===== src/rtl/alu_sequencer.sv =====
// alu_sequencer: multi-cycle fetch/decode/sequence controller for a small
// accumulator datapath. One instruction in flight; IDLE -> FETCH -> EXEC
// (-> MEMWAIT for loads) -> FETCH ... until a halt instruction parks it in HALT.
// Optional feature macro: ILLEGAL_TRAP_EN. When it is defined, an illegal opcode
// sets the sticky err flag and halts without retiring. When it is undefined, an
// illegal opcode behaves as a nop and err is tied low.
//
// ROM handshake: instr_req is the request and instr_valid is the reply. An
// instruction transfers on a rising edge where instr_req=1 and instr_valid=1.
// instr_req is held high until that edge, and instr_valid is ignored while
// instr_req is low.
module alu_sequencer #(
   parameter int                PC_W   = 8,
   parameter logic [4*PC_W-1:0] BR_LUT = '0,
   parameter int                CNT_W  = 16
) (
   input  logic             clk,
   input  logic             rst_n,
   input  logic             start,
   output logic [PC_W-1:0]  pc,
   output logic             instr_req,
   input  logic [8:0]       instr,
   input  logic             instr_valid,
   input  logic             branch_bool,
   output logic [3:0]       alu_cmd,
   output logic [2:0]       ra_addr,
   output logic [7:0]       imm,
   output logic             reg_we,
   output logic             mem_rd,
   output logic             mem_we,
   output logic             done,
   output logic             err,
   output logic [CNT_W-1:0] instr_cnt
);

   localparam logic [3:0] OP_LOAD  = 4'b0000;
   localparam logic [3:0] OP_STORE = 4'b0001;
   localparam logic [3:0] OP_XOR   = 4'b0010;
   localparam logic [3:0] OP_BNE   = 4'b0011;
   localparam logic [3:0] OP_ADD   = 4'b0100;
   localparam logic [3:0] OP_LSH   = 4'b0110;
   localparam logic [3:0] OP_RSH   = 4'b0111;
   localparam logic [3:0] OP_LOADI = 4'b1000;
   localparam logic [3:0] OP_PARI  = 4'b1001;
   localparam logic [3:0] OP_HALT  = 4'b1110;
   localparam logic [3:0] OP_NOP   = 4'b1111;

   typedef enum logic [2:0] {
      S_IDLE    = 3'd0,
      S_FETCH   = 3'd1,
      S_EXEC    = 3'd2,
      S_MEMWAIT = 3'd3,
      S_HALT    = 3'd4
   } state_t;

   state_t          state, state_nx;
   logic [PC_W-1:0] pc_nx;
   logic [PC_W-1:0] br_target;
   logic [8:0]      ir;
   logic [3:0]      op;
   logic            retire;

   assign op        = ir[8:5];
   assign br_target = BR_LUT[ir[1:0]*PC_W +: PC_W];

`ifdef ILLEGAL_TRAP_EN
   logic illegal;
   logic err_set;

   // Flag the opcodes that have no defined meaning.
   always_comb begin
      illegal = 1'b0;
      case (op)
         4'b0101, 4'b1010, 4'b1011, 4'b1100, 4'b1101: illegal = 1'b1;
         default: illegal = 1'b0;
      endcase
   end
`endif

   // Next-state, next-PC and decoded strobes; all outputs default to idle values.
   always_comb begin
      state_nx  = state;
      pc_nx     = pc;
      retire    = 1'b0;
      instr_req = 1'b0;
      alu_cmd   = OP_NOP;
      ra_addr   = 3'd0;
      imm       = 8'd0;
      reg_we    = 1'b0;
      mem_rd    = 1'b0;
      mem_we    = 1'b0;
      done      = 1'b0;
`ifdef ILLEGAL_TRAP_EN
      err_set   = 1'b0;
`endif
      case (state)
         S_IDLE: begin
            if (start) begin
               state_nx = S_FETCH;
               pc_nx    = '0;
            end
         end
         S_FETCH: begin
            instr_req = 1'b1;
            if (instr_valid) state_nx = S_EXEC;
         end
         S_EXEC: begin
            alu_cmd  = op;
            ra_addr  = ir[4:2];
            imm      = {3'b000, ir[4:0]};
            state_nx = S_FETCH;
            pc_nx    = pc + PC_W'(1);
            retire   = 1'b1;
            case (op)
               OP_LOAD: begin
                  // The load retires one cycle later, from MEMWAIT.
                  mem_rd   = 1'b1;
                  state_nx = S_MEMWAIT;
                  pc_nx    = pc;
                  retire   = 1'b0;
               end
               OP_STORE: mem_we = 1'b1;
               OP_XOR, OP_ADD, OP_LSH, OP_RSH, OP_PARI, OP_LOADI: reg_we = 1'b1;
               OP_BNE: begin
                  if (branch_bool) pc_nx = br_target;
               end
               OP_HALT: begin
                  state_nx = S_HALT;
                  pc_nx    = pc;
               end
               default: ;
            endcase
`ifdef ILLEGAL_TRAP_EN
            if (illegal) begin
               state_nx = S_HALT;
               pc_nx    = pc;
               retire   = 1'b0;
               err_set  = 1'b1;
            end
`endif
         end
         S_MEMWAIT: begin
            alu_cmd  = op;
            ra_addr  = ir[4:2];
            imm      = {3'b000, ir[4:0]};
            mem_rd   = 1'b1;
            reg_we   = 1'b1;
            state_nx = S_FETCH;
            pc_nx    = pc + PC_W'(1);
            retire   = 1'b1;
         end
         S_HALT: begin
            done = 1'b1;
            if (start) begin
               state_nx = S_FETCH;
               pc_nx    = '0;
            end
         end
         default: state_nx = S_IDLE;
      endcase
   end

   // FSM state register.
   always_ff @(posedge clk or negedge rst_n) begin
      if (!rst_n) state <= S_IDLE;
      else        state <= state_nx;
   end

   // PC, instruction latch and the saturating retired-instruction counter.
   always_ff @(posedge clk or negedge rst_n) begin
      if (!rst_n) begin
         pc        <= '0;
         ir        <= '0;
         instr_cnt <= '0;
      end else begin
         pc <= pc_nx;
         if (state == S_FETCH && instr_valid) ir <= instr;
         if (retire && instr_cnt != {CNT_W{1'b1}}) instr_cnt <= instr_cnt + CNT_W'(1);
      end
   end

`ifdef ILLEGAL_TRAP_EN
   // Sticky illegal-opcode flag, cleared only by reset.
   always_ff @(posedge clk or negedge rst_n) begin
      if (!rst_n)       err <= 1'b0;
      else if (err_set) err <= 1'b1;
   end
`else
   assign err = 1'b0;
`endif

endmodule


===== config.mk =====
export PLATFORM = sky130hd
export DESIGN_NAME = alu_sequencer
export DESIGN_NICKNAME = d
export VERILOG_FILES = /design/src/rtl/alu_sequencer.sv
export SDC_FILE = /design/constraint.sdc
export NUM_CORES = 1
export LEC_CHECK = 0
export CAP_MARGIN = 20
export CORE_MARGIN = 2
export CORE_UTILIZATION = 40
export CTS_BUF_LIST = sky130_fd_sc_hd__clkbuf_4 sky130_fd_sc_hd__clkbuf_8 sky130_fd_sc_hd__clkbuf_16
export DETAILED_ROUTE_END_ITERATION = 10
export GPL_TIMING_DRIVEN = 0
export PLACE_DENSITY = 0.7
export SYNTH_ARGS = -nofsm -noshare
export SYNTH_HDL_FRONTEND = slang
export SYNTH_SLANG_ARGS = --single-unit

===== constraint.sdc =====
create_clock -name clk -period 1.75 [get_ports clk]
set_input_delay 0.4375 -clock clk [delete_from_list [all_inputs] [get_ports clk]]
set_output_delay 0.4375 -clock clk [all_outputs]
set_load 0.01 [all_outputs]

==> out/results.ini <==
[cts]
cts_buffer_depth=2
clock-sinks=36
cts_tree=done
ctsHtreeMaxLevel=2
clk_transition_reported_paths_ns=0.07
cts_root_buffer=clkbuf_8
cts_hold_buf=0
clock_latency_ns=0.29
cts_buffers=5

[run_status]
status=complete, but fails checks
violations=negative setup slack

[cells_and_area]
fin_nets=314
antennaDiodeCount=0
layout_common_cells=buf_4 (33), clkdlybuf4s50_1 (33), dfrtp_1 (25), buf_6 (20), nand2_1 (13)
stdcell_area_um2=3200
drive_gt1_share_pct=43.6
syn_to_final_growth_pct=58.0
fill_cells=428

[job]
cap_violations=0

[sta]
rsz0062_at_grt=true
hold_viol_final=0
tightestPinTransition_ns=0.815
slew_headroom_pct=45.7
fin_crit_ns=2.01
finalClockSkew_ns=0.00234
timing.final.crit_share_pct=115
timing.hold.ws_ns=0.233
setup_violations=37
fin_ws_ns=-0.261
fmax_ghz=0.497
drv_slew=0
setup_tns_ns=-5.33

[floorplanning]
die_width_um=75.1
io_pins=59
start_util_pct=42.0
core_um2=4820
fp-row-count=25
dieArea_um2=5650
fp.dieH_um=75.1

[yosys]
synth-seq-cells=36
ys.flop_type=dfrtp_1
syn-cell-area_um2=2020
synth_top_area_share_pct=44.5
yosysTopAreaCell=dfrtp_1
synthCells=199
synth_edf_count=0
yosys-top-cells-area=dfrtp_1 (44%), xor2_1 (5.2%), mux2_2 (4.4%)
synth_seq_area_share_pct=44.5
syn_area_per_cell_um2=10.2
synthDistinctLibCells=51
async_reset_ff_share_pct=100
yosysWarnings=0

[routing]
drt-initial-drc-count=108
viasPerCell=5.18
first_pass_iters=4
wl_per_cell_um=15.1
wirelength_um=5510
drcViolationCount=0
dr_total_vias=1891
final_antenna_net_count=0

[placement]
placed_cell_area_um2=2660
dp_hpwl_um=3280
port_buffers=54
gp_congestion=0.800

[power_and_ir_drop]
p_per_area_nw_per_um2=1470
ir_worst_vdd_v=0.000848
power_leakage_uw=0.00145

[critical_path]
crit_path_end_kind=output pin
timing.rr.end=instr_cnt[7]$_DFFE_PN0P_
worstSetupPathType=reg -> out
crit_path_max_fanout=5
r2r_slack_ns=-0.25
r2r_start=ir[6]$_DFFE_PN0P_
critical_path_required_ns=1.31
worst_ep_arrival_time_ns=1.57
cp-start-kind=register
r2r_cells=6

[global_route]
grt_pass1_wl_um=8120
grt_pass1_vias=1740
grt_max_degree=37
grt_use_met3_pct=6.16
use_met1_pct=23.8
busiest_layer=met2
antenna_found_initial=0
grt_usage_pct=19.1
gr-total-overflow=0
met2_usage_pct=31.5

[min_path]
hold_path.class=in -> async

final cells by class:
class / count / area [um^2] / share of cell area [%]
timing repair buffer: 90 / 811 / 25.4
clock inverter: 1 / 5.00 / 0.156
sequential: 36 / 915 / 28.6
buffer: 11 / 95.1 / 2.97
tap: 67 / 83.8 / 2.62
multi-input combinational: 143 / 1170 / 36.6
inverter: 11 / 41.3 / 1.29
clock buffer: 6 / 76.3 / 2.39
through the flow:
stage	std cells	setup slack (ns)	util (%)	total power (uW)
6_report	365	-0.261	66.4	4710
5_1_grt	365	-0.317	66.4	5030
4_1_cts	348	-0.257	61.5	4320
3_5_place_dp	323	-0.523	55.1	3360
3_3_place_gp	323	-0.656	55.2	3310
2_1_floorplan	202	-0.0114	-	2530
sequential cells by signal, indices dropped and copies added, names as in the netlist:
register / flops
pc: 8
ir: 9
instr_cnt: 16
state: 3
worst max-delay path by stage:
stage | from | end | cells past startpoint
5_1_grt | ir[6]$_DFFE_PN0P_ | mem_rd | 3
3_5_place_dp | state[2]$_DFFE_PN0P_ | mem_we | 5
2_1_floorplan | ir[6]$_DFFE_PN0P_ | instr_cnt[14]$_DFFE_PN0P_ | 5
4_1_cts | ir[6]$_DFFE_PN0P_ | mem_rd | 3
6_report | ir[6]$_DFFE_PN0P_ | mem_rd | 3
3_3_place_gp | rst_n | ir[4]$_DFFE_PN0P_ | 1
cell families after synthesis:
kind of cell,after synthesis,share of synthesized area (%)
other,1,0.185
adders and majority gates,3,1.73
xor gates and xnor gates,14,6.06
DFF,36,44.5
AOI/OAI and AO/OA,35,14.5
buffers and inverters,23,6.12
and+or+nand+nor,76,20.6
muxes,11,6.24
layer usage:
layer  up-vias  part of all wire, %
li1        902                    -
met1       928                   42
met2        51                   51
met3        10                  6.1
met4         0                  1.7
met5         -                    0
Yosys cell counts, types with 2 or more instances:
cell      instances
buf_4             7
o21ai_0           8
ha_1              2
o221ai_1          5
xor2_1           12
nand3_1           5
nand2b_1          5
o211ai_1          4
a21oi_1           4
mux2_2            8
xnor2_1           2
nand2_1          14
inv_1            11
nor2_1           10
buf_2             3
nor3b_1           2
and3_1            4
dfrtp_1          36
or3_1             2
nor4_1            3
and2_1            7
nor3_1           10
nand4_1           6
a31oi_1           2
repair_timing:
action | 4_1_cts | 5_1_grt
gates resized for setup | 117 | 25
endpoints found under the setup margin | 45 | 50
gates cloned | 1 | 0
buffers inserted | 18 | 17
pin swaps | 18 | 13
power breakdown:
part / switching, uW / internal (uW) / leakage, uW
registers: 278 / 1120 / 0.000441
logic: 1230 / 1490 / 0.000967
clock network: 297 / 286 / 0.0000445
total: 1810 / 2900 / 0.00145
worst max-delay path, stage by stage, from the launching register on:
cell     delay, ns
dfrtp_2       0.44
or4_4         0.56
a21oi_2       0.13
buf_2         0.16
Note: power is estimated with default switching activity, not from simulation.
